<file path="src/rtl/boot_rom_copier_if.sv">
// Bus bundle between the boot-image copier, the boot ROM and the core's
// download port. The copier is the master of both the ROM read address and
// the download write channel; the ROM/core side is the slave.
interface boot_rom_copier_if #(
  parameter int ADDR_W = 16,
  parameter int DATA_W = 8
);

  // ROM read side
  logic [ADDR_W-1:0] rom_addr;
  logic [DATA_W-1:0] rom_data;

  // Core download side
  logic              dn_go;
  logic              dn_wr;
  logic [ADDR_W-1:0] dn_addr;
  logic [DATA_W-1:0] dn_data;
  logic              dn_wait;

  modport master (
    output rom_addr,
    input  rom_data,
    output dn_go,
    output dn_wr,
    output dn_addr,
    output dn_data,
    input  dn_wait
  );

  modport slave (
    input  rom_addr,
    output rom_data,
    input  dn_go,
    input  dn_wr,
    input  dn_addr,
    input  dn_data,
    output dn_wait
  );

endinterface

</file>
<file path="src/rtl/boot_rom_copier.sv">
// Boot-image copy engine. On a start request it reads LENGTH words from the
// boot ROM (addresses 0 upward), writes each one to the core download port at
// DEST_BASE + index, honouring target back-pressure, and finally pulses
// execute_enable together with the entry point EXEC_ADDR.
module boot_rom_copier #(
  parameter int              ADDR_W    = 16,
  parameter int              DATA_W    = 8,
  parameter int              LENGTH    = 276,
  parameter int              ROM_LAT   = 1,
  parameter logic [ADDR_W-1:0] DEST_BASE = {ADDR_W{1'b0}},
  parameter logic [ADDR_W-1:0] EXEC_ADDR = {ADDR_W{1'b0}}
) (
  input  logic                clk_sys,
  input  logic                reset_n,
  input  logic                start,
  boot_rom_copier_if.master   bus,
  output logic [ADDR_W-1:0]   execute_addr,
  output logic                execute_enable,
  output logic                done
);

  // Parameter legality, rejected at elaboration time.
  localparam longint unsigned ADDR_SPAN = 64'd1 << ADDR_W;

  if ((LENGTH < 32'sd1) || (64'(LENGTH) > ADDR_SPAN)) begin : g_bad_length
    $error("boot_rom_copier: LENGTH must be in 1..2**ADDR_W");
  end

  if ((ROM_LAT < 32'sd1) || (ROM_LAT > 32'sd4)) begin : g_bad_rom_lat
    $error("boot_rom_copier: ROM_LAT must be in 1..4");
  end

  // Index of the final word, and terminal value of the ROM latency counter.
  localparam logic [ADDR_W:0] LAST_IDX = (ADDR_W + 1)'(LENGTH - 1);
  localparam logic [2:0]      LAT_LAST = 3'(ROM_LAT - 1);
  localparam logic [ADDR_W:0] IDX_ONE  = {{ADDR_W{1'b0}}, 1'b1};

  typedef enum logic [1:0] {
    S_IDLE  = 2'd0,
    S_FETCH = 2'd1,
    S_WRITE = 2'd2,
    S_EXEC  = 2'd3
  } state_t;

  state_t              state_q,     state_d;
  logic [ADDR_W:0]     index_q,     index_d;
  logic [2:0]          lat_cnt_q,   lat_cnt_d;
  logic [ADDR_W-1:0]   rom_addr_q,  rom_addr_d;
  logic                dn_go_q,     dn_go_d;
  logic                dn_wr_q,     dn_wr_d;
  logic [ADDR_W-1:0]   dn_addr_q,   dn_addr_d;
  logic [DATA_W-1:0]   dn_data_q,   dn_data_d;
  logic [ADDR_W-1:0]   exec_addr_q, exec_addr_d;
  logic                exec_en_q,   exec_en_d;
  logic                done_q,      done_d;
  logic [ADDR_W:0]     next_index;

  // Next-state and next-output computation for the copy sequencer.
  always_comb begin
    state_d     = state_q;
    index_d     = index_q;
    lat_cnt_d   = lat_cnt_q;
    rom_addr_d  = rom_addr_q;
    dn_go_d     = dn_go_q;
    dn_wr_d     = dn_wr_q;
    dn_addr_d   = dn_addr_q;
    dn_data_d   = dn_data_q;
    done_d      = done_q;
    exec_en_d   = 1'b0;
    exec_addr_d = {ADDR_W{1'b0}};
    next_index  = index_q + IDX_ONE;

    case (state_q)
      S_IDLE: begin
        // The cycle carrying the execute pulse is still the tail of the
        // previous copy, so a start seen there is dropped.
        if (start && !exec_en_q) begin
          state_d    = S_FETCH;
          index_d    = {(ADDR_W + 1){1'b0}};
          lat_cnt_d  = 3'd0;
          rom_addr_d = {ADDR_W{1'b0}};
          dn_go_d    = 1'b1;
          dn_wr_d    = 1'b0;
          done_d     = 1'b0;
        end else begin
          state_d = S_IDLE;
        end
      end

      S_FETCH: begin
        rom_addr_d = index_q[ADDR_W-1:0];
        if (lat_cnt_q == LAT_LAST) begin
          // ROM output has settled for the current address: launch the write.
          lat_cnt_d = 3'd0;
          dn_data_d = bus.rom_data;
          dn_addr_d = DEST_BASE + index_q[ADDR_W-1:0];
          dn_wr_d   = 1'b1;
          state_d   = S_WRITE;
        end else begin
          lat_cnt_d = lat_cnt_q + 3'd1;
          state_d   = S_FETCH;
        end
      end

      S_WRITE: begin
        if (!bus.dn_wait) begin
          dn_wr_d = 1'b0;
          if (index_q == LAST_IDX) begin
            state_d = S_EXEC;
          end else begin
            index_d    = next_index;
            rom_addr_d = next_index[ADDR_W-1:0];
            state_d    = S_FETCH;
          end
        end else begin
          // Target stalled: address, data and strobe stay as they are.
          state_d = S_WRITE;
        end
      end

      S_EXEC: begin
        dn_go_d     = 1'b0;
        exec_en_d   = 1'b1;
        exec_addr_d = EXEC_ADDR;
        done_d      = 1'b1;
        state_d     = S_IDLE;
      end

      default: begin
        state_d = S_IDLE;
        dn_go_d = 1'b0;
        dn_wr_d = 1'b0;
      end
    endcase
  end

  // State and output registers; reset aborts any copy without an execute pulse.
  always_ff @(posedge clk_sys or negedge reset_n) begin
    if (!reset_n) begin
      state_q     <= S_IDLE;
      index_q     <= {(ADDR_W + 1){1'b0}};
      lat_cnt_q   <= 3'd0;
      rom_addr_q  <= {ADDR_W{1'b0}};
      dn_go_q     <= 1'b0;
      dn_wr_q     <= 1'b0;
      dn_addr_q   <= {ADDR_W{1'b0}};
      dn_data_q   <= {DATA_W{1'b0}};
      exec_addr_q <= {ADDR_W{1'b0}};
      exec_en_q   <= 1'b0;
      done_q      <= 1'b0;
    end else begin
      state_q     <= state_d;
      index_q     <= index_d;
      lat_cnt_q   <= lat_cnt_d;
      rom_addr_q  <= rom_addr_d;
      dn_go_q     <= dn_go_d;
      dn_wr_q     <= dn_wr_d;
      dn_addr_q   <= dn_addr_d;
      dn_data_q   <= dn_data_d;
      exec_addr_q <= exec_addr_d;
      exec_en_q   <= exec_en_d;
      done_q      <= done_d;
    end
  end

  assign bus.rom_addr    = rom_addr_q;
  assign bus.dn_go       = dn_go_q;
  assign bus.dn_wr       = dn_wr_q;
  assign bus.dn_addr     = dn_addr_q;
  assign bus.dn_data     = dn_data_q;
  assign execute_addr    = exec_addr_q;
  assign execute_enable  = exec_en_q;
  assign done            = done_q;

endmodule

</file>
<file path="src/flat_wrapper.sv">
// flat-port wrapper written by rule: the top's interface ports become plain ports
module boot_rom_copier_flat 
#(
  parameter int              ADDR_W    = 16,
  parameter int              DATA_W    = 8,
  parameter int              LENGTH    = 276,
  parameter int              ROM_LAT   = 1,
  parameter logic [ADDR_W-1:0] DEST_BASE = {ADDR_W{1'b0}},
  parameter logic [ADDR_W-1:0] EXEC_ADDR = {ADDR_W{1'b0}}
)
  (clk_sys, reset_n, start, execute_addr, execute_enable, done, bus_rom_addr, bus_rom_data, bus_dn_go, bus_dn_wr, bus_dn_addr, bus_dn_data, bus_dn_wait);
  boot_rom_copier_if #(.ADDR_W(ADDR_W), .DATA_W(DATA_W)) bus_i ();
  input  logic clk_sys;
  input  logic reset_n;
  input  logic start;
  output logic [ADDR_W-1:0] execute_addr;
  output logic execute_enable;
  output logic done;
  output wire logic [$bits(bus_i.rom_addr)-1:0] bus_rom_addr;
  input wire logic [$bits(bus_i.rom_data)-1:0] bus_rom_data;
  output wire logic [$bits(bus_i.dn_go)-1:0] bus_dn_go;
  output wire logic [$bits(bus_i.dn_wr)-1:0] bus_dn_wr;
  output wire logic [$bits(bus_i.dn_addr)-1:0] bus_dn_addr;
  output wire logic [$bits(bus_i.dn_data)-1:0] bus_dn_data;
  input wire logic [$bits(bus_i.dn_wait)-1:0] bus_dn_wait;
  assign bus_rom_addr = bus_i.rom_addr;
  assign bus_i.rom_data = bus_rom_data;
  assign bus_dn_go = bus_i.dn_go;
  assign bus_dn_wr = bus_i.dn_wr;
  assign bus_dn_addr = bus_i.dn_addr;
  assign bus_dn_data = bus_i.dn_data;
  assign bus_i.dn_wait = bus_dn_wait;
  boot_rom_copier #(.ADDR_W(ADDR_W), .DATA_W(DATA_W), .LENGTH(LENGTH), .ROM_LAT(ROM_LAT), .DEST_BASE(DEST_BASE), .EXEC_ADDR(EXEC_ADDR)) u_core (.clk_sys(clk_sys), .reset_n(reset_n), .start(start), .bus(bus_i), .execute_addr(execute_addr), .execute_enable(execute_enable), .done(done));
endmodule
</file>
<file path="config.mk">
export PLATFORM = sky130hd
export DESIGN_NAME = boot_rom_copier_flat
export DESIGN_NICKNAME = d
export VERILOG_FILES = /design/src/rtl/boot_rom_copier_if.sv /design/src/rtl/boot_rom_copier.sv /design/src/flat_wrapper.sv
export SDC_FILE = /design/constraint.sdc
export NUM_CORES = 1
export LEC_CHECK = 0
export ABC_AREA = 1
export BUFFER_PORTS_ARGS = -buffer_cell sky130_fd_sc_hd__buf_2
export CAP_MARGIN = 10
export CELL_PAD_IN_SITES_DETAIL_PLACEMENT = 1
export CELL_PAD_IN_SITES_GLOBAL_PLACEMENT = 1
export CORE_UTILIZATION = 43
export CTS_CLUSTER_DIAMETER = 40
export DETAILED_ROUTE_END_ITERATION = 10
export PLACE_DENSITY = 0.83
export RECOVER_POWER = 25
export SETUP_SLACK_MARGIN = 0.2
export SYNTH_ARGS = -nofsm -noshare
export SYNTH_HDL_FRONTEND = slang
export SYNTH_SLANG_ARGS = --single-unit
</file>
<file path="constraint.sdc">
create_clock -name clk_sys -period 3.1 [get_ports clk_sys]
set_input_delay 0.465 -clock clk_sys [delete_from_list [all_inputs] [get_ports clk_sys]]
set_output_delay 0.465 -clock clk_sys [all_outputs]
set_load 0.02 [all_outputs]
</file>
==> summary.md <==
| Metric | Value |
|---|---|
| Setup ws final | 1.04 ns |
| Post-DRT Antenna Nets | 0 |
| Starting Density | 0.444 |
| Largest net degree at the start of global routing | 35 |
| Post-CTS setup buffer count | 0 |
| Setup Crit Path Kind | flip-flop to flip-flop |
| Port Buffers | 55 |
| Yosys cell types | 29 |
| Total GRT Usage | 0.235 |
| Worst-path cell chain | inv_1 > ha_1 > buf_4 > nand2_1 > nand2_1 > inv_1 > nand3_4 > nand2_1 > o21ai_1 |
| Total power | 3020 uW |
| Fill count | 974 |
| Die H | 91.1 um |
| Hold Crit Class | input pin to flip-flop |
| DIE AREA | 8300 um2 |
| RSZ-0062 raised after global routing | false |
| CP max FO | 32 |
| Number of hold violations in the final report | 0 |
| Most used cell, CP | nand2_1 |
| DRT Pass-1 Iters | 9 |
| Antenna violations before repair | 0 |
| Status | complete, but fails checks |
| Max stage delay on crit path | 0.39 ns |
| N_diodes | 0 |
| Dpl hpwl | 6.37 mm |
| CP arrival | 2.27 ns |
| CP endpoint kind | flip-flop |
| Iteration-0 DRC Markers | 217 |
| Total Wirelength | 8.99 mm |
| Peak supply drop | 0.355 mV |
| # DRC | 2 |
| Slowest cell on the critical path | dfrtp_1 |
| CTS tree | done |
| Period utilization | 0.664 |
| Endpoint required time on the critical path | 3.31 ns |
| Violated checks | DRC, capacitance limit, slew limit |
| Leakage | 0.00199 uW |
| P&R area growth vs syn | 14.6% |
| Finished Core Util | 0.509 |
| PD cells | 772 nW/um2 |
| Synth Instances | 413 |
| DR vias/cell | 5.07 |
| TritonCTS Buffers | 9 |
| GRT overflow | 0 |
| Die Width | 91.1 um |
| WHS Path Cells | 2 |
| Ports | 72 |
| Pre-CTS setup slack | 1.04 ns |
| RD Place Congestion | 0.828 |
| Setup TNS | 0 ns |
| First-pass GRT wire length | 15.3 mm |
| CTS Sinks | 66 |
| Max frequency | 486 MHz |
| Worst-margin pin slew | 1.97 ns |
| Hold path endpoint | u_core.bus.dn_data[4] |
| Register-to-Register Path Depth | 9 |
| Clk buf depth | 2 |
| Vias in the first global route | 3039 |
| Register area share after synthesis | 0.484 |
| Worst reg2reg path endpoint | u_core.index_q[0] |
| Vias post-DR | 2907 |
| H-tree depth | 3 |
| Clk_skew | 0.0122 ns |
| Max-cap violation count | 1 |
| R2R setup slack | 1.04 ns |
| # rows | 32 |
| Slew headroom | -0.311 |
| Core area | 7690 um2 |
| Final nets | 486 |
| WL per Instance | 15.7 um |
| Post-CTS Hold Fix Bufs | 0 |
| Syn avg cell area | 8.26 um2 |
| Layout cells sized above 1 | 0.204 |
| Max Slew Vio Count | 33 |
| Critical R2R Launch | u_core.state_q[0] |
| CTS clk-pin slew, worst paths | 0.07 ns |
| Yosys reg bits | 66 |
| Skew-Pair Late Insertion Delay | 0.34 ns |
| Minimum clock period | 2.06 ns |
| Hold path startpoint | bus_rom_data[4] |
| CP startpoint kind | flip-flop |
| Yosys warnings | 0 |
| CTS resizes | 0 |
| Final setup viols | 0 |
| Post-Synthesis Cell Area | 3410 um2 |
| Root buffer cell | clkbuf_8 |
## sequential cells by signal (all words and copies together) (netlist names)
signal                 cells
u_core.bus.dn_addr        16
u_core.state_q             2
u_core.lat_cnt_q           3
u_core.bus.dn_wr           1
u_core.bus.dn_data         8
u_core.execute_enable      1
u_core.bus.dn_go           1
u_core.done                1
u_core.bus.rom_addr       16
u_core.index_q            17
## synth_stat cells
| library cell | number | share of area |
|---|---|---|
| nor2_2 | 6 | 0.011 |
| o21ai_1 | 19 | 0.028 |
| o21bai_1 | 1 | 0.0022 |
| a21oi_1 | 11 | 0.016 |
| xor2_1 | 1 | 0.0026 |
| nor3b_2 | 1 | 0.0037 |
| dfrtp_1 | 66 | 0.48 |
| buf_6 | 7 | 0.023 |
| nor3_1 | 3 | 0.0044 |
| nand3_1 | 24 | 0.035 |
| buf_2 | 3 | 0.0044 |
| clkbuf_1 | 4 | 0.0044 |
| buf_4 | 16 | 0.035 |
| inv_1 | 33 | 0.036 |
| ha_1 | 8 | 0.029 |
| nand2_4 | 1 | 0.0033 |
| conb_1 | 1 | 0.0011 |
| a31oi_1 | 1 | 0.0018 |
| o21ai_0 | 28 | 0.041 |
| nand3_2 | 1 | 0.0029 |
| inv_2 | 3 | 0.0033 |
| nand2_1 | 132 | 0.15 |
| nor2_1 | 23 | 0.025 |
| nand3_4 | 2 | 0.010 |
| nand4_1 | 4 | 0.0073 |
| buf_1 | 1 | 0.0011 |
| o21a_1 | 3 | 0.0066 |
| mux2_2 | 9 | 0.030 |
| clkinv_1 | 1 | 0.0011 |
## worst max-delay path by stage
stage | start | end | slack [ns] | cells after the start
detailed placement | u_core.state_q[1] | u_core.lat_cnt_q[2] | 1.04 | 7
CTS | u_core.state_q[1] | u_core.lat_cnt_q[2] | 0.99 | 7
global route | u_core.state_q[0] | u_core.index_q[2] | 0.85 | 9
floorplan | u_core.state_q[0] | u_core.bus.rom_addr[12] | 1.51 | 11
finish | u_core.state_q[0] | u_core.index_q[0] | 1.04 | 9
global placement | u_core.state_q[1] | u_core.bus.dn_addr[13] | 1.21 | 6
## per-layer routing
layer  vias to the layer above  share of wire  GRT usage
li1                       1400              -          -
met1                      1411           0.49      0.322
met5                         -              0          0
met3                        13          0.036     0.0360
met4                         0          0.014     0.0728
met2                        83           0.46      0.384
## logic make-up (layout without fill, tap and decap cells)
family,after synthesis,count (layout),synth area share
AO/OA/AOI/OAI,63,63,0.0957
XOR/XNOR,1,1,0.00257
adder cells (fa/ha/maj),8,8,0.0293
buffers and inverters,68,111,0.109
flip-flops,66,66,0.484
multiplexers,9,9,0.0297
other,1,16,0.00110
AND/OR/NAND/NOR,197,197,0.249
## per-stage QoR
step           cell area, um2  instances  hold WS (ns)
6_report                 3910        573         0.354
5_1_grt                  3910        573         0.346
4_1_cts                  3910        573         0.225
3_5_place_dp             3670        557         0.460
3_3_place_gp             3670        557         0.461
2_1_floorplan            3470        428         0.169
## area by class of cell
type / count / area [um2] / area share
clock buffer: 12 / 165 / 0.0422
tap: 102 / 128 / 0.0326
sequential: 66 / 1650 / 0.422
clock inverter: 4 / 72.6 / 0.0186
multi-input combinational: 294 / 1450 / 0.370
inverter: 37 / 139 / 0.0355
timing repair buffer: 58 / 309 / 0.0790
## worst max-delay path, delay by kind of cell, from the launching register on
family	cells	cell delay (ns)
AOI/OAI and AO/OA	1	0.09
adders and majority gates	1	0.21
buffers and inverters	3	0.49
DFF	1	0.39
and+or+nand+nor	4	0.74
## cells in the final DEF, fill, tap and decap left out, types with 2 or more instances in the layout
cell       netlist  layout
buf_4           16       2
nand4_1          4       4
o21a_1           3       3
o21ai_1         19      19
buf_2            3      54
conb_1           1      16
nor3_1           3       3
dfrtp_1         66      66
mux2_2           9       9
nand3_1         24      24
clkbuf_8         0      12
ha_1             8       8
nand2_1        132     132
nor2_2           6       6
nand3_4          2       2
a21oi_1         11      11
inv_2            3       3
bufinv_16        0       2
inv_1           33      33
nor2_1          23      23
o21ai_0         28      28
## power by group
group          switching [uW]  internal [uW]  leakage (uW)
sequential               65.4            977      0.000893
clock                     342            518      0.000119
combinational             806            310      0.000974
total                    1210           1800       0.00199
No activity file was read; power rests on OpenSTA's default activity.
